[config.mk]
export PLATFORM = sky130hd
export DESIGN_NAME = node_send_scheduler_flat
export DESIGN_NICKNAME = d
export VERILOG_FILES = /design/src/rtl/node_send_scheduler_if.sv /design/src/rtl/node_send_scheduler.sv /design/src/flat_wrapper.sv
export SDC_FILE = /design/constraint.sdc
export NUM_CORES = 1
export LEC_CHECK = 0
export CAP_MARGIN = 25
export CORE_MARGIN = 5
export CORE_UTILIZATION = 40
export DETAILED_ROUTE_END_ITERATION = 10
export DONT_BUFFER_PORTS = 1
export PLACE_DENSITY = 0.65
export SYNTH_ARGS = -nofsm -noshare
export SYNTH_HDL_FRONTEND = slang
export SYNTH_SLANG_ARGS = --single-unit
[constraint.sdc]
create_clock -name N_clk -period 3.7 [get_ports N_clk]
set_input_delay 0.74 -clock N_clk [delete_from_list [all_inputs] [get_ports N_clk]]
set_output_delay 0.74 -clock N_clk [all_outputs]
set_load 0.03 [all_outputs]
[src/rtl/node_send_scheduler_if.sv]
// Send channel between the node send scheduler and the router interface module.
// master = scheduler side, slave = interface module side.
interface node_send_scheduler_if;
    logic        if_send_req;
    logic        if_send_ack;
    logic        if_data_valid;
    logic [31:0] if_data;
    logic [7:0]  if_src;
    logic [7:0]  if_dst;
    logic [5:0]  if_seq_len;
    logic [5:0]  if_id;

    modport master (
        output if_send_req, if_data_valid, if_data, if_src, if_dst, if_seq_len, if_id,
        input  if_send_ack
    );

    modport slave (
        input  if_send_req, if_data_valid, if_data, if_src, if_dst, if_seq_len, if_id,
        output if_send_ack
    );
endinterface

[src/rtl/node_send_scheduler.sv]
// Round-robin sharing of the node's single send channel among NUM_PE processing elements.
// Packets are stamped with source, destination, length and a success-only packet id.
module node_send_scheduler #(
    parameter int unsigned NUM_PE      = 4,
    parameter int unsigned ACK_TIMEOUT = 255
) (
    input  logic                 N_clk,
    input  logic                 N_rst,
    input  logic [7:0]           local_id,
    input  logic [NUM_PE-1:0]    pe_req,
    input  logic [8*NUM_PE-1:0]  pe_dst,
    input  logic [6*NUM_PE-1:0]  pe_len,
    input  logic [32*NUM_PE-1:0] pe_data,
    input  logic [NUM_PE-1:0]    pe_data_valid,
    output logic [NUM_PE-1:0]    pe_grant,
    output logic [NUM_PE-1:0]    pe_data_ready,
    output logic [NUM_PE-1:0]    pe_done,
    output logic [NUM_PE-1:0]    pe_err,
    node_send_scheduler_if.master send_if
);
    localparam int unsigned IW = $clog2(NUM_PE);
    localparam int unsigned TW = $clog2(ACK_TIMEOUT + 1);

    typedef enum logic [1:0] {IDLE, REQ, SEND, DONE} state_t;
    state_t state_q, state_d;

    logic [IW-1:0]     ptr_q;
    logic [IW-1:0]     g_q;
    logic [IW-1:0]     sel;
    logic              found;
    int unsigned       cand;
    logic [NUM_PE-1:0] grant_q;
    logic [7:0]        src_q;
    logic [7:0]        dst_q;
    logic [5:0]        len_q;
    logic [5:0]        id_q;
    logic [5:0]        wcnt_q;
    logic [TW-1:0]     tcnt_q;
    logic              err_q;
    logic [31:0]       data_q;
    logic              dv_q;
    logic              send_req;
    logic [5:0]        sel_len;
    logic              word_acc;
    logic              ack_timeout;

    assign sel_len     = pe_len[6*sel +: 6];
    assign word_acc    = (state_q == SEND) && pe_data_valid[g_q];
    assign ack_timeout = (tcnt_q == TW'(ACK_TIMEOUT - 1));

    // First requester strictly after the last served PE, wrapping around.
    always_comb begin
        found = 1'b0;
        sel   = '0;
        cand  = 0;
        for (int unsigned i = 1; i <= NUM_PE; i++) begin
            cand = (32'(ptr_q) + i) % NUM_PE;
            if (!found && pe_req[cand[IW-1:0]]) begin
                found = 1'b1;
                sel   = cand[IW-1:0];
            end
        end
    end

    always_ff @(posedge N_clk or posedge N_rst) begin
        if (N_rst) state_q <= IDLE;
        else       state_q <= state_d;
    end

    always_comb begin
        state_d       = state_q;
        send_req      = 1'b0;
        pe_data_ready = '0;
        pe_done       = '0;
        pe_err        = '0;
        case (state_q)
            IDLE: if (found) state_d = (sel_len == '0) ? DONE : REQ;
            REQ: begin
                send_req = 1'b1;
                if (send_if.if_send_ack) state_d = SEND;
                else if (ack_timeout)    state_d = DONE;
            end
            SEND: begin
                pe_data_ready = grant_q;
                if (word_acc && (wcnt_q == len_q - 6'd1)) state_d = DONE;
            end
            DONE: begin
                if (err_q) pe_err  = grant_q;
                else       pe_done = grant_q;
                state_d = IDLE;
            end
            default: state_d = IDLE;
        endcase
    end

    always_ff @(posedge N_clk or posedge N_rst) begin
        if (N_rst) begin
            ptr_q   <= IW'(NUM_PE - 1);
            g_q     <= '0;
            grant_q <= '0;
            src_q   <= '0;
            dst_q   <= '0;
            len_q   <= '0;
            id_q    <= '0;
            wcnt_q  <= '0;
            tcnt_q  <= '0;
            err_q   <= 1'b0;
            data_q  <= '0;
            dv_q    <= 1'b0;
        end else begin
            case (state_q)
                IDLE: begin
                    dv_q <= 1'b0;
                    if (found) begin
                        g_q     <= sel;
                        grant_q <= NUM_PE'(1) << sel;
                        src_q   <= local_id;
                        dst_q   <= pe_dst[8*sel +: 8];
                        len_q   <= sel_len;
                        err_q   <= (sel_len == '0);
                        tcnt_q  <= '0;
                    end
                end
                REQ: begin
                    dv_q <= 1'b0;
                    if (send_if.if_send_ack) begin
                        wcnt_q <= '0;
                    end else begin
                        tcnt_q <= tcnt_q + 1'b1;
                        if (ack_timeout) err_q <= 1'b1;
                    end
                end
                SEND: begin
                    dv_q <= word_acc;
                    if (word_acc) begin
                        data_q <= pe_data[32*g_q +: 32];
                        wcnt_q <= wcnt_q + 6'd1;
                    end
                end
                DONE: begin
                    dv_q    <= 1'b0;
                    ptr_q   <= g_q;
                    grant_q <= '0;
                    err_q   <= 1'b0;
                    if (!err_q) id_q <= id_q + 6'd1;
                end
                default: dv_q <= 1'b0;
            endcase
        end
    end

    assign pe_grant              = grant_q;
    assign send_if.if_send_req   = send_req;
    assign send_if.if_data_valid = dv_q;
    assign send_if.if_data       = data_q;
    assign send_if.if_src        = src_q;
    assign send_if.if_dst        = dst_q;
    assign send_if.if_seq_len    = len_q;
    assign send_if.if_id         = id_q;
endmodule
[src/flat_wrapper.sv]
// flat-port wrapper written by rule: the top's interface ports become plain ports
module node_send_scheduler_flat 
#(
    parameter int unsigned NUM_PE      = 4,
    parameter int unsigned ACK_TIMEOUT = 255
)
  (N_clk, N_rst, local_id, pe_req, pe_dst, pe_len, pe_data, pe_data_valid, pe_grant, pe_data_ready, pe_done, pe_err, send_if_if_send_req, send_if_if_data_valid, send_if_if_data, send_if_if_src, send_if_if_dst, send_if_if_seq_len, send_if_if_id, send_if_if_send_ack);
  node_send_scheduler_if send_if_i ();
  input  logic N_clk;
  input  logic N_rst;
  input  logic [7:0] local_id;
  input  logic [NUM_PE-1:0] pe_req;
  input  logic [8*NUM_PE-1:0] pe_dst;
  input  logic [6*NUM_PE-1:0] pe_len;
  input  logic [32*NUM_PE-1:0] pe_data;
  input  logic [NUM_PE-1:0] pe_data_valid;
  output logic [NUM_PE-1:0] pe_grant;
  output logic [NUM_PE-1:0] pe_data_ready;
  output logic [NUM_PE-1:0] pe_done;
  output logic [NUM_PE-1:0] pe_err;
  output wire logic [$bits(send_if_i.if_send_req)-1:0] send_if_if_send_req;
  output wire logic [$bits(send_if_i.if_data_valid)-1:0] send_if_if_data_valid;
  output wire logic [$bits(send_if_i.if_data)-1:0] send_if_if_data;
  output wire logic [$bits(send_if_i.if_src)-1:0] send_if_if_src;
  output wire logic [$bits(send_if_i.if_dst)-1:0] send_if_if_dst;
  output wire logic [$bits(send_if_i.if_seq_len)-1:0] send_if_if_seq_len;
  output wire logic [$bits(send_if_i.if_id)-1:0] send_if_if_id;
  input wire logic [$bits(send_if_i.if_send_ack)-1:0] send_if_if_send_ack;
  assign send_if_if_send_req = send_if_i.if_send_req;
  assign send_if_if_data_valid = send_if_i.if_data_valid;
  assign send_if_if_data = send_if_i.if_data;
  assign send_if_if_src = send_if_i.if_src;
  assign send_if_if_dst = send_if_i.if_dst;
  assign send_if_if_seq_len = send_if_i.if_seq_len;
  assign send_if_if_id = send_if_i.if_id;
  assign send_if_i.if_send_ack = send_if_if_send_ack;
  node_send_scheduler #(.NUM_PE(NUM_PE), .ACK_TIMEOUT(ACK_TIMEOUT)) u_core (.N_clk(N_clk), .N_rst(N_rst), .local_id(local_id), .pe_req(pe_req), .pe_dst(pe_dst), .pe_len(pe_len), .pe_data(pe_data), .pe_data_valid(pe_data_valid), .pe_grant(pe_grant), .pe_data_ready(pe_data_ready), .pe_done(pe_done), .pe_err(pe_err), .send_if(send_if_i));
endmodule
==> results.md <==
* Seq. cell area at 2156 um^2
* Layout cells sized above 1 at 26.33%
* GRT met1 Usage at 24.96%
* Largest net degree at the start of global routing at 35
* Pre-CTS setup slack at 913.0 ps
* Routability cong. at 0.8385
* Met2 Track Usage GR at 31.36%
* Setup ws final at 825.4 ps
* Global-route usage over all layers at 19.94%
* Clock Power Share at 17.2%
* EDFF count, synth at 0
* Skew-Pair Late Insertion Delay at 340 ps
* Least-Margin Pin Slew at 763.2 ps
* TritonCTS clock tree: done
* Via/cell ratio at 6.041
* Hold Buf Count CTS at 0
* Critical Path RT at 2960 ps
* CP Max Fanout at 11
* I/O pin cnt at 281
* Tmin final at 2875 ps
* Drt first pass iters at 4
* CTS root buffer: clkbuf_16
* Worst Reg2Reg Path Length in Cells at 8
* Main synth FF type: dfrtp_1
* Skew final at 6.135 ps
* R2R Path End: u_core.tcnt_q[3]$_DFFE_PP0P_
* Yosys reg bits at 86
* TritonCTS buffer count at 9
* Clock transition at the registers of the reported paths at 60 ps
* YS warnings at 0
* Placement row count at 41
* Post-synth cell types at 47
* Core box area at 12670 um^2
* Via count at 3673
* Synth Instances at 434
* Met3 usage at 7.675%
* Post-synthesis area per instance at 11.92 um^2
* Antenna violations before repair at 6
* Per-cell routed wire length at 25.17 um
* Max-slew violation count at 0
* Setup bufs post-CTS at 0
* Synth area leaders: dfrtp_1 (41%), mux4_2 (14%), mux2_2 (10%)
* IR Drop Worst-Case VDD at 0.4562 mV
* CP arrival at 2130 ps
* DIE WIDTH at 123.7 um
* Layout area overhead at 9.722%
* Grt total ovfl at 0
* CP Launch Type: flip-flop
* Max H-tree Level at 3
* Switch share at 45.91%
* R2R Setup Slk at 1360 ps
* Die H at 123.7 um
* Outcome: complete, no violations
* Yosys top cell area share at 40.63%
* Starting Density at 40.83%
* Sink Count at 86
* Maxcap violations at 0
* Vias in the first global route at 3859
* DRC violations left at 0
* Post-DP HPWL at 12.35 mm
* Combinational Power Share at 38.4%
* Synthesized area at 5174 um^2
* Share of power burned in registers at 44.4%
* First-pass GRT wire length at 22.63 mm
* Switching power at 0.002579 W
* Seq/Total Area, Yosys at 41.64%
* Pint at 0.003039 W
* Relative slew slack at 48.65%
* RSZ-0062 raised after global routing: no
* Setup TNS at 0 ps
* P_leak at 2.408 nW
* Gr busiest metal: met2
* PwrDens at 989.7 nW/um^2
* CTS Buffer Depth at 2
* Number of routed nets with antenna violations at 0
* Multi-input logic area at 2873 um^2
* # nets final at 641
* Worst hold path type: primary input to asynchronous set/reset pin
* Drt initial violations at 164
* Worst setup EP type: primary output
* Worst reg2reg path startpoint: u_core.state_q[1]$_DFFE_PP0P_
* Fillers at 1171
* Crit Path Class: flip-flop to primary output
* Routed WL at 15.30 mm
* Final Cycle Share at 77.69%
* Setup violations, final at 0
* Post-cts sizing count at 0
* Buffers on Ports at 0
* Synth area leader: dfrtp_1
* Ys async rst share at 100.0%
* Syn nets at 647
* Final hold violation count at 0
* DIE AREA at 15310 um^2
* F_max at 0.3479 GHz
-- routing by layer --
metal  vias up  routed length (um)  part of all wire [%]
li1       1614                   -                     -
met5         -                  41                  0.27
met3        29                1453                   9.5
met4         6                 320                   2.1
met2       217                7219                    47
met1      1807                6266                    41
-- state kept, by name, indices dropped and copies added (netlist names), 4 cells and up --
name	count
u_core.wcnt_q	6
u_core.send_if.if_seq_len	6
u_core.send_if.if_id	6
u_core.send_if.if_data	32
u_core.tcnt_q	8
u_core.pe_grant	4
u_core.send_if.if_dst	8
u_core.send_if.if_src	8
-- critical path, cell delays in order (launching register included) --
cell and delay [ps]:
dfrtp_1 400, ha_1 450, nor2b_1 530, and2_1 400
-- final cells by class --
cell class | count | share of cell area [%]
Antenna cell | 3 | 0.1322
Timing Repair Buffer | 10 | 1.322
Tap cell | 172 | 3.791
Multi-Input combinational cell | 312 | 50.61
Sequential cell | 86 | 37.98
Clock inverter | 6 | 1.521
Clock buffer | 10 | 4.034
Inverter | 9 | 0.6171
-- per-stage QoR --
stage                     utilization, %  total power (W)  area, um^2  hold slack (ps)  instances
final                              44.80         0.005618        5677            287.6        608
after global routing               44.80         0.005968        5677            322.3        608
after CTS                          44.74         0.005684        5669            285.6        605
after detailed placement           42.25         0.004698        5354            525.0        589
after global placement             42.25         0.004605        5354            508.9        589
after floorplan                        -         0.004158        5174            488.7        434
-- synth_stat cells, types with 2 or more instances --
cell type	n
a211oi_1	29
a21o_1	13
and2_1	10
and3_1	8
buf_1	3
buf_2	8
buf_4	2
clkbuf_1	13
dfrtp_1	84
dfstp_2	2
ha_1	10
inv_1	9
mux2_2	46
mux2i_1	17
mux4_2	33
nand2_1	27
nand2b_1	4
nand3_1	2
nand4_1	6
nor2_1	22
nor2b_1	18
nor3_1	10
o21ai_0	9
o41ai_1	2
or4_1	5
xnor2_1	9
xor2_1	13
-- power by group through the flow --
stage	registers [W]	clock network (W)	logic, W
floorplan	0.00230	0	0.00185
global placement	0.00250	0	0.00210
detailed placement	0.00252	0	0.00218
CTS	0.00250	0.000996	0.00218
global route	0.00255	0.00103	0.00239
finish	0.00249	0.000969	0.00216
-- cells by family after synthesis --
| logic type | share of synthesized area, % |
|---|---|
| multiplexers | 27.67 |
| AND/OR/NAND/NOR | 11.68 |
| buffers and inverters | 3.095 |
| adder cells (fa/ha/maj) | 2.418 |
| AO/OA/AOI/OAI | 9.770 |
| flip-flops | 41.64 |
| XOR/XNOR | 3.724 |
-- cells in the final DEF (no fill, tap or decap), types with 5 or more instances in the layout --
master      n
dfrtp_1    83
mux2_2     46
mux4_2     33
a211oi_1   29
nand2_1    27
nor2_1     22
nor2b_1    18
mux2i_1    17
xor2_1     13
a21o_1     13
and2_1     10
nor3_1     10
ha_1       10
buf_4      10
o21ai_0     9
xnor2_1     9
clkbuf_16   9
and3_1      8
inv_1       8
nand4_1     6
or4_1       5
-- worst max-delay path by stage --
stage,startpoint,endpoint,slack [ps]
2_1_floorplan,N_rst,u_core.err_q$_DFFE_PP0P_,740
3_3_place_gp,pe_req[2],u_core.send_if.if_seq_len[0]$_DFFE_PP0P_,1000
3_5_place_dp,pe_req[2],u_core.send_if.if_seq_len[0]$_DFFE_PP0P_,910
4_1_cts,u_core.state_q[1]$_DFFE_PP0P_,pe_done[3],820
5_1_grt,u_core.state_q[1]$_DFFE_PP0P_,pe_done[3],690
6_report,u_core.state_q[1]$_DFFE_PP0P_,pe_done[3],830
No activity file was read; power rests on OpenSTA's default activity.
